### config.mk
export PLATFORM = sky130hd
export DESIGN_NAME = morse_row_builder
export DESIGN_NICKNAME = d
export VERILOG_FILES = /design/src/rtl/morse_row_builder.sv
export SDC_FILE = /design/constraint.sdc
export NUM_CORES = 1
export LEC_CHECK = 0
export BUFFER_PORTS_ARGS = -buffer_cell sky130_fd_sc_hd__buf_2
export CAP_MARGIN = 40
export CORE_MARGIN = 5
export CORE_UTILIZATION = 45
export DETAILED_ROUTE_END_ITERATION = 7
export PLACE_DENSITY = 0.67
export SYNTH_ARGS = -nofsm -noshare
export SYNTH_HDL_FRONTEND = slang
export SYNTH_SLANG_ARGS = --single-unit
### constraint.sdc
create_clock -name iCLK_50MHZ -period 5.4 [get_ports iCLK_50MHZ]
set_clock_uncertainty 0.2 [all_clocks]
set_input_delay 0.27 -clock iCLK_50MHZ [delete_from_list [all_inputs] [get_ports iCLK_50MHZ]]
set_output_delay 0.27 -clock iCLK_50MHZ [all_outputs]
set_load 0.05 [all_outputs]
### src/rtl/morse_row_builder.sv
// -----------------------------------------------------------------------------
// morse_row_builder
//   Front end for the 16x2 LCD driver. A single pushbutton is synchronised,
//   debounced and timed in 1 ms ticks; each press is classified as a dot or a
//   dash, a released pause commits the pending symbols as one ASCII character
//   (A-Z, 0-9, '?' for anything else) and a longer pause inserts a space.
//   Characters land in a 32-cell text buffer presented as two 16-char rows.
//
// Optional feature: define MORSE_SCROLL_EN to scroll row 2 into row 1 when the
//   buffer fills; otherwise the cursor wraps to cell 0 and the next character
//   blanks the whole display before it is written.
//
// Ports
//   iCLK_50MHZ   in   1    50 MHz clock
//   iRST_N       in   1    asynchronous reset, active-low
//   iKEY_N       in   1    raw pushbutton, active-low, asynchronous
//   iCLEAR       in   1    synchronous pulse: blank buffer, cursor 0, drop symbols
//   row1         out  128  line 1 text, cell 0 in [7:0]
//   row2         out  128  line 2 text, cell 16 in [7:0]
//   oCHAR        out  8    last committed ASCII character
//   oCHAR_VALID  out  1    one-cycle pulse per committed character (incl. space)
//   oCURSOR      out  5    next cell to be written, 0..31
// -----------------------------------------------------------------------------
module morse_row_builder #(
  parameter int TICK_DIV    = 50000,
  parameter int DEBOUNCE_MS = 10,
  parameter int DOT_MAX_MS  = 200,
  parameter int CHAR_GAP_MS = 400,
  parameter int WORD_GAP_MS = 1000
) (
  input  logic         iCLK_50MHZ,
  input  logic         iRST_N,
  input  logic         iKEY_N,
  input  logic         iCLEAR,
  output logic [127:0] row1,
  output logic [127:0] row2,
  output logic [7:0]   oCHAR,
  output logic         oCHAR_VALID,
  output logic [4:0]   oCURSOR
);

  localparam int            TW          = (TICK_DIV > 1) ? $clog2(TICK_DIV) : 1;
  localparam logic [TW-1:0] TICK_LAST   = TW'(TICK_DIV - 1);
  localparam logic [15:0]   DEB_LAST    = 16'(DEBOUNCE_MS - 1);
  localparam logic [15:0]   DOT_MAX     = 16'(DOT_MAX_MS);
  localparam logic [15:0]   CHAR_GAP    = 16'(CHAR_GAP_MS);
  localparam logic [15:0]   WORD_GAP    = 16'(WORD_GAP_MS);
  localparam logic [7:0]    ASCII_SPACE = 8'h20;
  localparam logic [7:0]    ASCII_QMARK = 8'h3F;

  typedef enum logic [1:0] {
    ST_IDLE   = 2'd0,
    ST_PRESS  = 2'd1,
    ST_GAP    = 2'd2,
    ST_COMMIT = 2'd3
  } state_t;

  // Symbols are stored with the first entered symbol in bit 0. The lookup
  // re-orders them so the first symbol is the most significant bit, which lets
  // the table below read like ordinary Morse notation (dot=0, dash=1).
  function automatic logic [7:0] morse_decode(input logic [4:0] pat,
                                              input logic [2:0] len,
                                              input logic       ovf);
    logic [4:0] key;
    logic [7:0] ch;
    key = 5'b00000;
    for (int i = 0; i < 5; i++) begin
      if (i < int'(len)) begin
        key = {key[3:0], pat[i]};
      end else begin
        key = key;
      end
    end
    case ({len, key})
      {3'd2, 5'b00001}: ch = 8'h41; // A .-
      {3'd4, 5'b01000}: ch = 8'h42; // B -...
      {3'd4, 5'b01010}: ch = 8'h43; // C -.-.
      {3'd3, 5'b00100}: ch = 8'h44; // D -..
      {3'd1, 5'b00000}: ch = 8'h45; // E .
      {3'd4, 5'b00010}: ch = 8'h46; // F ..-.
      {3'd3, 5'b00110}: ch = 8'h47; // G --.
      {3'd4, 5'b00000}: ch = 8'h48; // H ....
      {3'd2, 5'b00000}: ch = 8'h49; // I ..
      {3'd4, 5'b00111}: ch = 8'h4A; // J .---
      {3'd3, 5'b00101}: ch = 8'h4B; // K -.-
      {3'd4, 5'b00100}: ch = 8'h4C; // L .-..
      {3'd2, 5'b00011}: ch = 8'h4D; // M --
      {3'd2, 5'b00010}: ch = 8'h4E; // N -.
      {3'd3, 5'b00111}: ch = 8'h4F; // O ---
      {3'd4, 5'b00110}: ch = 8'h50; // P .--.
      {3'd4, 5'b01101}: ch = 8'h51; // Q --.-
      {3'd3, 5'b00010}: ch = 8'h52; // R .-.
      {3'd3, 5'b00000}: ch = 8'h53; // S ...
      {3'd1, 5'b00001}: ch = 8'h54; // T -
      {3'd3, 5'b00001}: ch = 8'h55; // U ..-
      {3'd4, 5'b00001}: ch = 8'h56; // V ...-
      {3'd3, 5'b00011}: ch = 8'h57; // W .--
      {3'd4, 5'b01001}: ch = 8'h58; // X -..-
      {3'd4, 5'b01011}: ch = 8'h59; // Y -.--
      {3'd4, 5'b01100}: ch = 8'h5A; // Z --..
      {3'd5, 5'b11111}: ch = 8'h30; // 0 -----
      {3'd5, 5'b01111}: ch = 8'h31; // 1 .----
      {3'd5, 5'b00111}: ch = 8'h32; // 2 ..---
      {3'd5, 5'b00011}: ch = 8'h33; // 3 ...--
      {3'd5, 5'b00001}: ch = 8'h34; // 4 ....-
      {3'd5, 5'b00000}: ch = 8'h35; // 5 .....
      {3'd5, 5'b10000}: ch = 8'h36; // 6 -....
      {3'd5, 5'b11000}: ch = 8'h37; // 7 --...
      {3'd5, 5'b11100}: ch = 8'h38; // 8 ---..
      {3'd5, 5'b11110}: ch = 8'h39; // 9 ----.
      default:          ch = ASCII_QMARK;
    endcase
    if (ovf) begin
      ch = ASCII_QMARK;
    end else begin
      ch = ch;
    end
    return ch;
  endfunction

  logic          key_meta_r;
  logic          key_sync_r;
  logic          key_down_s;
  logic [TW-1:0] tick_cnt_r;
  logic          tick_r;
  logic          key_db_r;      // debounced level, 1 = pressed
  logic [15:0]   db_cnt_r;
  logic [15:0]   ms_r;
  logic [15:0]   ms_next_s;
  logic [15:0]   dur_r;         // length of the press just released, in ms

  state_t        state_r;
  logic [4:0]    pat_r;
  logic [2:0]    len_r;
  logic          ovf_r;
  logic          space_armed_r;
  logic          wipe_r;        // buffer wrapped: next commit blanks both rows first
  logic [4:0]    cursor_r;
  logic [7:0]    char_r;
  logic          valid_r;
  logic [7:0]    cell_r [32];

  logic          commit_en_s;
  logic [7:0]    commit_char_s;

  assign key_down_s = ~key_sync_r;

  // Two-flop synchroniser for the asynchronous pushbutton (idle level high).
  always_ff @(posedge iCLK_50MHZ or negedge iRST_N) begin
    if (!iRST_N) begin
      key_meta_r <= 1'b1;
      key_sync_r <= 1'b1;
    end else begin
      key_meta_r <= iKEY_N;
      key_sync_r <= key_meta_r;
    end
  end

  // 1 ms tick generator: one-cycle pulse every TICK_DIV clocks.
  always_ff @(posedge iCLK_50MHZ or negedge iRST_N) begin
    if (!iRST_N) begin
      tick_cnt_r <= '0;
      tick_r     <= 1'b0;
    end else if (tick_cnt_r == TICK_LAST) begin
      tick_cnt_r <= '0;
      tick_r     <= 1'b1;
    end else begin
      tick_cnt_r <= tick_cnt_r + 1'b1;
      tick_r     <= 1'b0;
    end
  end

  // Saturating increment of the millisecond timer.
  always_comb begin
    if (ms_r != 16'hFFFF) begin
      ms_next_s = ms_r + 16'd1;
    end else begin
      ms_next_s = ms_r;
    end
  end

  // Debouncer and millisecond timer; the timer restarts on every accepted edge
  // and the press length is captured at the moment the release is accepted.
  always_ff @(posedge iCLK_50MHZ or negedge iRST_N) begin
    if (!iRST_N) begin
      key_db_r <= 1'b0;
      db_cnt_r <= 16'd0;
      ms_r     <= 16'd0;
      dur_r    <= 16'd0;
    end else if (tick_r) begin
      if (key_down_s != key_db_r) begin
        if (db_cnt_r == DEB_LAST) begin
          key_db_r <= key_down_s;
          db_cnt_r <= 16'd0;
          ms_r     <= 16'd0;
          if (!key_down_s) begin
            dur_r <= ms_r;
          end else begin
            dur_r <= dur_r;
          end
        end else begin
          db_cnt_r <= db_cnt_r + 16'd1;
          ms_r     <= ms_next_s;
        end
      end else begin
        db_cnt_r <= 16'd0;
        ms_r     <= ms_next_s;
      end
    end else begin
      ms_r <= ms_r;
    end
  end

  // Decide whether a character is committed this cycle and which one.
  always_comb begin
    commit_en_s   = 1'b0;
    commit_char_s = ASCII_SPACE;
    case (state_r)
      ST_COMMIT: begin
        commit_en_s   = 1'b1;
        commit_char_s = morse_decode(pat_r, len_r, ovf_r);
      end
      ST_IDLE: begin
        if (!key_db_r && (ms_r == WORD_GAP) && space_armed_r) begin
          commit_en_s = 1'b1;
        end else begin
          commit_en_s = 1'b0;
        end
      end
      default: begin
        commit_en_s = 1'b0;
      end
    endcase
  end

  // Main FSM: symbol collection, text buffer writes and registered outputs.
  always_ff @(posedge iCLK_50MHZ or negedge iRST_N) begin
    if (!iRST_N) begin
      state_r       <= ST_IDLE;
      pat_r         <= 5'd0;
      len_r         <= 3'd0;
      ovf_r         <= 1'b0;
      space_armed_r <= 1'b0;
      wipe_r        <= 1'b0;
      cursor_r      <= 5'd0;
      char_r        <= 8'h00;
      valid_r       <= 1'b0;
      for (int i = 0; i < 32; i++) begin
        cell_r[i] <= ASCII_SPACE;
      end
    end else begin
      valid_r <= 1'b0;
      if (iCLEAR) begin
        // Clear beats a simultaneous commit; an ongoing press stays in PRESS so
        // it is still classified on release.
        pat_r         <= 5'd0;
        len_r         <= 3'd0;
        ovf_r         <= 1'b0;
        space_armed_r <= 1'b0;
        wipe_r        <= 1'b0;
        cursor_r      <= 5'd0;
        for (int i = 0; i < 32; i++) begin
          cell_r[i] <= ASCII_SPACE;
        end
        state_r <= (state_r == ST_PRESS) ? ST_PRESS : ST_IDLE;
      end else begin
        if (commit_en_s) begin
          char_r        <= commit_char_s;
          valid_r       <= 1'b1;
          space_armed_r <= (commit_char_s != ASCII_SPACE);
          if (wipe_r) begin
            for (int i = 0; i < 32; i++) begin
              cell_r[i] <= (i == 0) ? commit_char_s : ASCII_SPACE;
            end
            cursor_r <= 5'd1;
            wipe_r   <= 1'b0;
          end else if (cursor_r == 5'd31) begin
`ifdef MORSE_SCROLL_EN
            // Row 2 (with the new char in its last cell) moves up to row 1.
            for (int i = 0; i < 15; i++) begin
              cell_r[i] <= cell_r[i + 16];
            end
            cell_r[15] <= commit_char_s;
            for (int i = 16; i < 32; i++) begin
              cell_r[i] <= ASCII_SPACE;
            end
            cursor_r <= 5'd16;
`else
            cell_r[31] <= commit_char_s;
            cursor_r   <= 5'd0;
            wipe_r     <= 1'b1;
`endif
          end else begin
            cell_r[cursor_r] <= commit_char_s;
            cursor_r         <= cursor_r + 5'd1;
          end
        end else begin
          char_r <= char_r;
        end

        case (state_r)
          ST_IDLE: begin
            if (key_db_r) begin
              state_r <= ST_PRESS;
            end else begin
              state_r <= ST_IDLE;
            end
          end
          ST_PRESS: begin
            if (!key_db_r) begin
              if (ovf_r) begin
                ovf_r <= 1'b1;
              end else if (len_r == 3'd5) begin
                ovf_r <= 1'b1;
              end else begin
                pat_r[len_r] <= (dur_r < DOT_MAX) ? 1'b0 : 1'b1;
                len_r        <= len_r + 3'd1;
              end
              state_r <= ST_GAP;
            end else begin
              state_r <= ST_PRESS;
            end
          end
          ST_GAP: begin
            if (key_db_r) begin
              state_r <= ST_PRESS;
            end else if (ms_r == CHAR_GAP) begin
              state_r <= ST_COMMIT;
            end else begin
              state_r <= ST_GAP;
            end
          end
          ST_COMMIT: begin
            pat_r   <= 5'd0;
            len_r   <= 3'd0;
            ovf_r   <= 1'b0;
            state_r <= ST_IDLE;
          end
          default: begin
            state_r <= ST_IDLE;
          end
        endcase
      end
    end
  end

  // Flatten the cell array into the two row buses.
  always_comb begin
    row1 = '0;
    row2 = '0;
    for (int n = 0; n < 16; n++) begin
      row1[8*n +: 8] = cell_r[n];
      row2[8*n +: 8] = cell_r[n + 16];
    end
  end

  assign oCHAR       = char_r;
  assign oCHAR_VALID = valid_r;
  assign oCURSOR     = cursor_r;

endmodule
==> reports/results.tsv, run 1 <==
metric	value	unit
status	completed	
Yosys reg bits	315	
setup TNS	0	ps
post-synthesis sequential area ratio	55.38	%
Sequential cell area	0.007925	mm^2
postcts setup bufs	0	
post-CTS sizing	0	
ranking of synthesized cells by area	dfrtp_1 (49%), a22o_1 (7.8%), dfstp_2 (6.2%)	
final number of hold-violating endpoints	0	
fin. max-slew vios	0	
DRT iter0 DRCs	953	
Final min period	4061	ps
Root Driver	clkbuf_16	
Place WS	1434	ps
CTS Sinks	315	
Synth Warn #	0	
largest net degree at the start of global routing	141	
Max-slew headroom	37.19	%
# setup viols final	0	
Least-Margin Pin Slew	942.1	ps
mapped cell area	0.01431	mm^2
Num CTS Buffers	36	
Syn Area/Cell	10.20	um^2
critical path arrival	4250	ps
HP Class	flop to flop	
Worst VDD drop	273.3	uV
worst-skew pair later-pin latency	520	ps
initial antenna violation count	0	
Multi-input gate area	0.005819	mm^2
global route overflow	0	
# fillers	2821	
max cap viols	0	
R2R cell count	7	
Horiz. Die Dim	188.3	um
area leader, netlist	dfrtp_1	
ANT cells	0	
leakage	8.417	nW
Die H	188.3	um
Req. time, crit path	5590	ps
drt total wl	43870	um
detailed-placement wirelength estimate	30810	um
Final period util	75.21	%
max frequency	0.2462	GHz
share of layout cells above drive strength 1	23.28	%
FP Rows	65	
setup ws final	1339	ps
ys async rst share	100.0	%
drt via density	5.827	
number of buffers added on ports	240	
CTS Buffer Depth	3	
core area	0.03147	mm^2
I/O Pins	274	
clock-pin slew on the worst setup and hold paths	60	ps
Cells after Synth	1403	
Yosys top cell area share	49.13	%
CTS tree	done	
Pwr Total	5.654	mW
Post-synth top cells	dfrtp_1 (281), nand2_1 (228), a22o_1 (128)	
DR pass1 iterations	5	
vias in the first global route	11518	
via count	12003	
final RePlAce weighted congestion	0.9353	
CP Max Fanout	27	
first-pass GRT wire length	68320	um
RSZ-0062 raised after global routing	no	
Final nets	1653	
Die Area	0.03547	mm^2
pwr dens	331.1	mW/mm^2
hold depth	0	
CP Class	flop to flop	
distinct cell type count after synthesis	78	
worst hold slack	167.9	ps
routed len/inst	21.30	um
Antenna Nets Post-Route	0	
CP endpoint kind	flop	
Top FF cell, synth	dfrtp_1	
EDFF count, synth	0	
area grow syn2layout	19.30	%
DRC viols	0	
Post-CTS Hold Buffers	3	
crit path launch type	flop	
starting density of the core	45.47	%
CTS H-tree lvls	2	
most common cell in the synthesized netlist	dfrtp_1	
GRT Util Overall	23.88	%
-- report_power, final --
part           switching (mW)  internal [mW]
logic                   0.611          0.144
registers             0.00851           2.37
clock network           0.975           1.55
-- metrics by stage --
step                instances  area (um^2)  util, %
finish                   2060        17070    54.24
global route             2060        17070    54.24
detailed placement       1992        15810    50.24
CTS                      2060        17070    54.24
floorplan                1435        14430        -
global placement         1987        15740    50.00
-- critical path, cell delays in order, from the launching register on --
cell,delay [ps]
dfrtp_1,850
nor2b_1,290
a22oi_1,430
nand2_1,320
o32a_1,440
a311oi_1,360
nand2_1,590
a22o_1,430
-- path summary, 6_finish.rpt --
path                            start    endpoint  slack, ps
hold reg to reg            key_meta_r  key_sync_r        170
hold / removal             key_meta_r  key_sync_r        170
setup / recovery             len_r[2]    row2[40]       1340
setup reg to reg             len_r[2]    row2[40]       1340
min in group asynchronous      iRST_N   row2[114]        230
max in group asynchronous      iRST_N    row1[50]       3460
-- metal layers --
layer / global-route usage, % / up-vias / share of wire (%)
li1: - / 5429 / -
met1: 34.70 / 5988 / 45
met2: 37.79 / 515 / 46
met3: 3.575 / 71 / 6.4
met4: 6.446 / 0 / 2.5
met5: 0 / - / 0
-- kinds of logic after synthesis --
logic type | share of synthesized area, %
buf+inv | 5.018
simple gates | 16.43
xor+xnor | 1.346
compound gates | 18.88
fa+ha+maj | 1.574
mux | 1.355
flops | 55.38
other cells | 0.02620
-- state kept, by name (all words and copies together), names as in the netlist --
register,flops
ms_r,16
oCURSOR,5
wipe_r,1
state_r,2
db_cnt_r,16
tick_r,1
dur_r,13
key_meta_r,1
row2,112
oCHAR,7
ovf_r,1
key_db_r,1
oCHAR_VALID,1
pat_r,5
tick_cnt_r,16
key_sync_r,1
row1,112
len_r,3
space_armed_r,1
-- cell usage in the layout (no fill, tap or decap), drive strengths merged, types with 17 or more instances in the layout --
master,n
dfrtp,281
buf,259
nand2,228
a22o,128
o21ai,111
nor2,104
clkbuf,48
a21oi,45
inv,44
nand3,39
dfstp,34
conb,33
a22oi,21
nor3,19
ha,18
nor4,17
-- area by class of cell --
class | count | area share, %
inverters | 43 | 0.9454
clock inverters | 17 | 1.370
clock buffers | 48 | 5.834
repair buffers | 262 | 8.399
well taps | 402 | 2.946
flip-flops and latches | 315 | 46.42
multi-input cells | 973 | 34.09
Power figures use the tool's default switching activity.
==> run 2: changes to the inputs <==
--- a/config.mk
+++ b/config.mk
@@ -5,6 +5,7 @@
 export SDC_FILE = /design/constraint.sdc
 export NUM_CORES = 1
 export LEC_CHECK = 0
+export ABC_AREA = 1
 export BUFFER_PORTS_ARGS = -buffer_cell sky130_fd_sc_hd__buf_2
 export CAP_MARGIN = 40
 export CORE_MARGIN = 5
==> constraint.sdc (replaced) <==
create_clock -name iCLK_50MHZ -period 3.8 [get_ports iCLK_50MHZ]
set_clock_uncertainty 0.2 [all_clocks]
set_input_delay 0.19 -clock iCLK_50MHZ [delete_from_list [all_inputs] [get_ports iCLK_50MHZ]]
set_output_delay 0.19 -clock iCLK_50MHZ [all_outputs]
set_load 0.05 [all_outputs]
==> run 2 against run 1 <==
  * Sequential cell count unchanged
  * Wire length rose by 3.3%
  * First-iteration DRC count grew 20%
  * Combinational power is 83% higher
  * Utilization is 0.73 points lower
==> reports/results.tsv, run 2 <==
metric	value	unit	change
final number of hold-violating endpoints	0		unchanged
Synth Area in Compound Gates	5.390	%	-13 points
ANT cells	0		unchanged
switching share of power	30.94	%	+2.8 points
most frequent cells in the layout	nand2_1 (613), dfrtp_1 (281), buf_2 (239)		
worst-skew pair later-pin latency	520	ps	about the same
dpl cells	2524		+27%
Yosys reg bits	315		unchanged
largest net degree at the start of global routing	199		+41%
post-synthesis simple-gate area fraction	30.98	%	+15 points
CTS Buffer Depth	3		unchanged
crit path launch type	flop		
Final min period	3457	ps	-603.9 ps
Yosys top cell area share	46.46	%	-2.7 points
EDFF count, synth	0		unchanged
Root Driver	clkbuf_16		
# setup viols final	0		unchanged
routed len/inst	17.50	um	-18%
post-synthesis sequential area ratio	52.36	%	-3.0 points
Worst path slowest cell	dfrtp_1		
area grow syn2layout	17.97	%	
worst hold slack	72.47	ps	-95.40 ps
detailed-placement wirelength estimate	31090	um	+0.91%
CP endpoint kind	flop		
number of buffers added on ports	240		unchanged
most common cell after layout, fill and taps aside	nand2_1		
setup ws final	342.6	ps	-996.1 ps
vias in the first global route	13247		+15%
setup TNS	0	ps	unchanged
starting density of the core	45.36	%	-0.11 points
Synth Warn #	0		unchanged
Die H	193.4	um	+2.7%
Num CTS Buffers	35		-2.8%
leakage	10.07	nW	+20%
pwr dens	458.8	mW/mm^2	+39%
Horiz. Die Dim	193.4	um	+2.7%
Cells after Synth	1875		+34%
fin. max-slew vios	0		unchanged
HP Class	input port to asynchronous set/reset pin		
Max-slew headroom	35.11	%	-2.1 points
max incr delay on CP	490	ps	-360 ps
via count	13682		+14%
final RePlAce weighted congestion	0.8863		-5.2%
Seq pwr share	41.4	%	-0.7 points
CP Class	flop to flop		
Place WS	351.0	ps	-1083 ps
ys async rst share	100.0	%	unchanged
Pwr Total	8.192	mW	+45%
mux cell area share after synthesis	0	%	-1.4 points
max frequency	0.2892	GHz	+17%
Least-Margin Pin Slew	973.3	ps	+31.15 ps
mapped cell area	0.01513	mm^2	+5.8%
Top Family by Delay on Critical Path	simple AND/OR/NAND/NOR gates		
Final nets	2138		+29%
DRC viols	0		unchanged
post-CTS sizing	0		unchanged
DR pass1 iterations	6		+1
drt total wl	45330	um	+3.3%
Top FF cell, synth	dfrtp_1		
distinct cell type count after synthesis	48		-38%
clock-pin slew on the worst setup and hold paths	60	ps	about the same
Net Sw Power	2.535	mW	+59%
Comb pwr share	16.9	%	+3.6 points
xor-xnor portion of the synthesized cell area	0.7523	%	-0.59 points
main combinational cell family by area after synthesis	simple AND/OR/NAND/NOR gates		
GRT Util Overall	23.61	%	-0.28 points
Worst VDD drop	395.3	uV	+45%
drt via density	5.283		-9.3%
Clk pwr share	41.7	%	-2.9 points
FP Rows	67		+3.1%
Finished Layout Cells	2590		+26%
CTS tree	done		
most common cell in the synthesized netlist	nand2_1		
cells along the critical path	inv_2 -> ha_1 -> a21oi_2 -> nand2_1 -> nand3_1 -> nand2_2 -> inv_2 -> nand3_1 -> nor2_1 -> nand2_1 -> nand3_1 -> nor2_1 -> nand3_2 -> buf_4 -> nand3_1 -> nand2_1 -> nand2_1		
Die Area	0.03740	mm^2	+5.4%
area leader, netlist	dfrtp_1		
Syn Area/Cell	8.072	um^2	-21%
WP buf/inv	3		+3
status	completed		
core area	0.03336	mm^2	+6.0%
first-pass GRT wire length	73520	um	+7.6%
CTS Sinks	315		unchanged
global route overflow	0		unchanged
max cap viols	0		unchanged
Final period util	90.98	%	+16 points
I/O Pins	274		unchanged
Int Power	5.657	mW	+39%
CTS H-tree lvls	2		unchanged
RSZ-0062 raised after global routing	no		
Req. time, crit path	4000	ps	-1590 ps
CP Max Fanout	17		-37%
DRT iter0 DRCs	1141		+20%
Post-synth top cells	nand2_1 (613), dfrtp_1 (281), nand3_1 (213)		
share of layout cells above drive strength 1	17.83	%	-5.4 points
Antenna Nets Post-Route	0		unchanged
critical path arrival	3660	ps	-590 ps
Synth Area in Adders	1.488	%	-0.086 points
ranking of synthesized cells by area	dfrtp_1 (46%), nand2_1 (15%), nand3_1 (7.0%)		
initial antenna violation count	0		unchanged
==> run 2: changes by cell type after synthesis, sizes merged, moves of 12 or more <==
cell / delta
nand2b: -13
buf: +12
nand2: +396
nand3: +179
a22o: -128
and3: -12
a22oi: -21
clkbuf: -20
nor2: +43
nand4: +44
o21ai: -42
inv: +157
==> run 2: cell type report <==
cell class,instances,area (um^2)
clock buffer,55,1052
clock inverter,8,107.6
inverter,200,750.7
tap,448,560.5
fill,3127,15510
sequential,315,7925
multi-input combinational,1296,5979
timing repair buffer,268,1479
==> run 2: cells by family (layout without fill, tap and decap cells) <==
kind of cell	count (synthesis)	after routing
AND/OR/NAND/NOR	1089	1089
flip-flops	315	315
buffers and inverters	296	531
AO/OA/AOI/OAI	143	143
adder cells (fa/ha/maj)	18	18
XOR/XNOR	13	13
other	1	33
==> run 2: per-stage QoR <==
stage	utilization, %	instance area, um^2
after CTS	53.51	17850
after detailed placement	49.95	16660
after floorplan	-	15250
after global routing	53.51	17850
after global placement	49.95	16660
final	53.51	17850
==> run 2: power groups by stage <==
stage | clock network [mW] | registers [mW] | logic [mW]
after floorplan | 0 | 3.47 | 0.963
after global placement | 0 | 3.45 | 1.37
after detailed placement | 0 | 3.45 | 1.37
after CTS | 3.47 | 3.40 | 1.38
after global routing | 3.62 | 3.40 | 1.47
final | 3.42 | 3.39 | 1.38
==> run 2: metal layers <==
layer  routed length [um]  GRT usage [%]
met4                 1194          6.242
met5                    0              0
met3                 3349          4.540
met2                21040          38.18
met1                19740          32.91
==> run 2: worst paths after layout <==
check                      slack (ps)       start    endpoint  cells after the start
max                               340    len_r[1]    oCHAR[5]                     17
min                                70      iRST_N    row1[97]                      2
max reg2reg                       340    len_r[1]    oCHAR[5]                     17
min reg2reg                       180  key_meta_r  key_sync_r                      0
max in group asynchronous        2270      iRST_N    row2[21]                      3
min in group iCLK_50MHZ           130      iKEY_N  key_meta_r                      2
==> run 2: worst reg2reg max path, cell delays in order, from the launching register on <==
cell and delay, ps:
dfrtp_1 490, inv_2 120, ha_1 230, a21oi_2 210
nand2_1 130, nand3_1 110, nand2_2 190, inv_2 170
nand3_1 170, nor2_1 170, nand2_1 130, nand3_1 120
nor2_1 50, nand3_2 210, buf_4 350, nand3_1 150
nand2_1 90, nand2_1 50
==> run 2: what timing repair did <==
item | in CTS | in global routing
setup buffers | 0 | 0
hold buffers | 3 | 0
hold endpoints to repair | 94 | 0
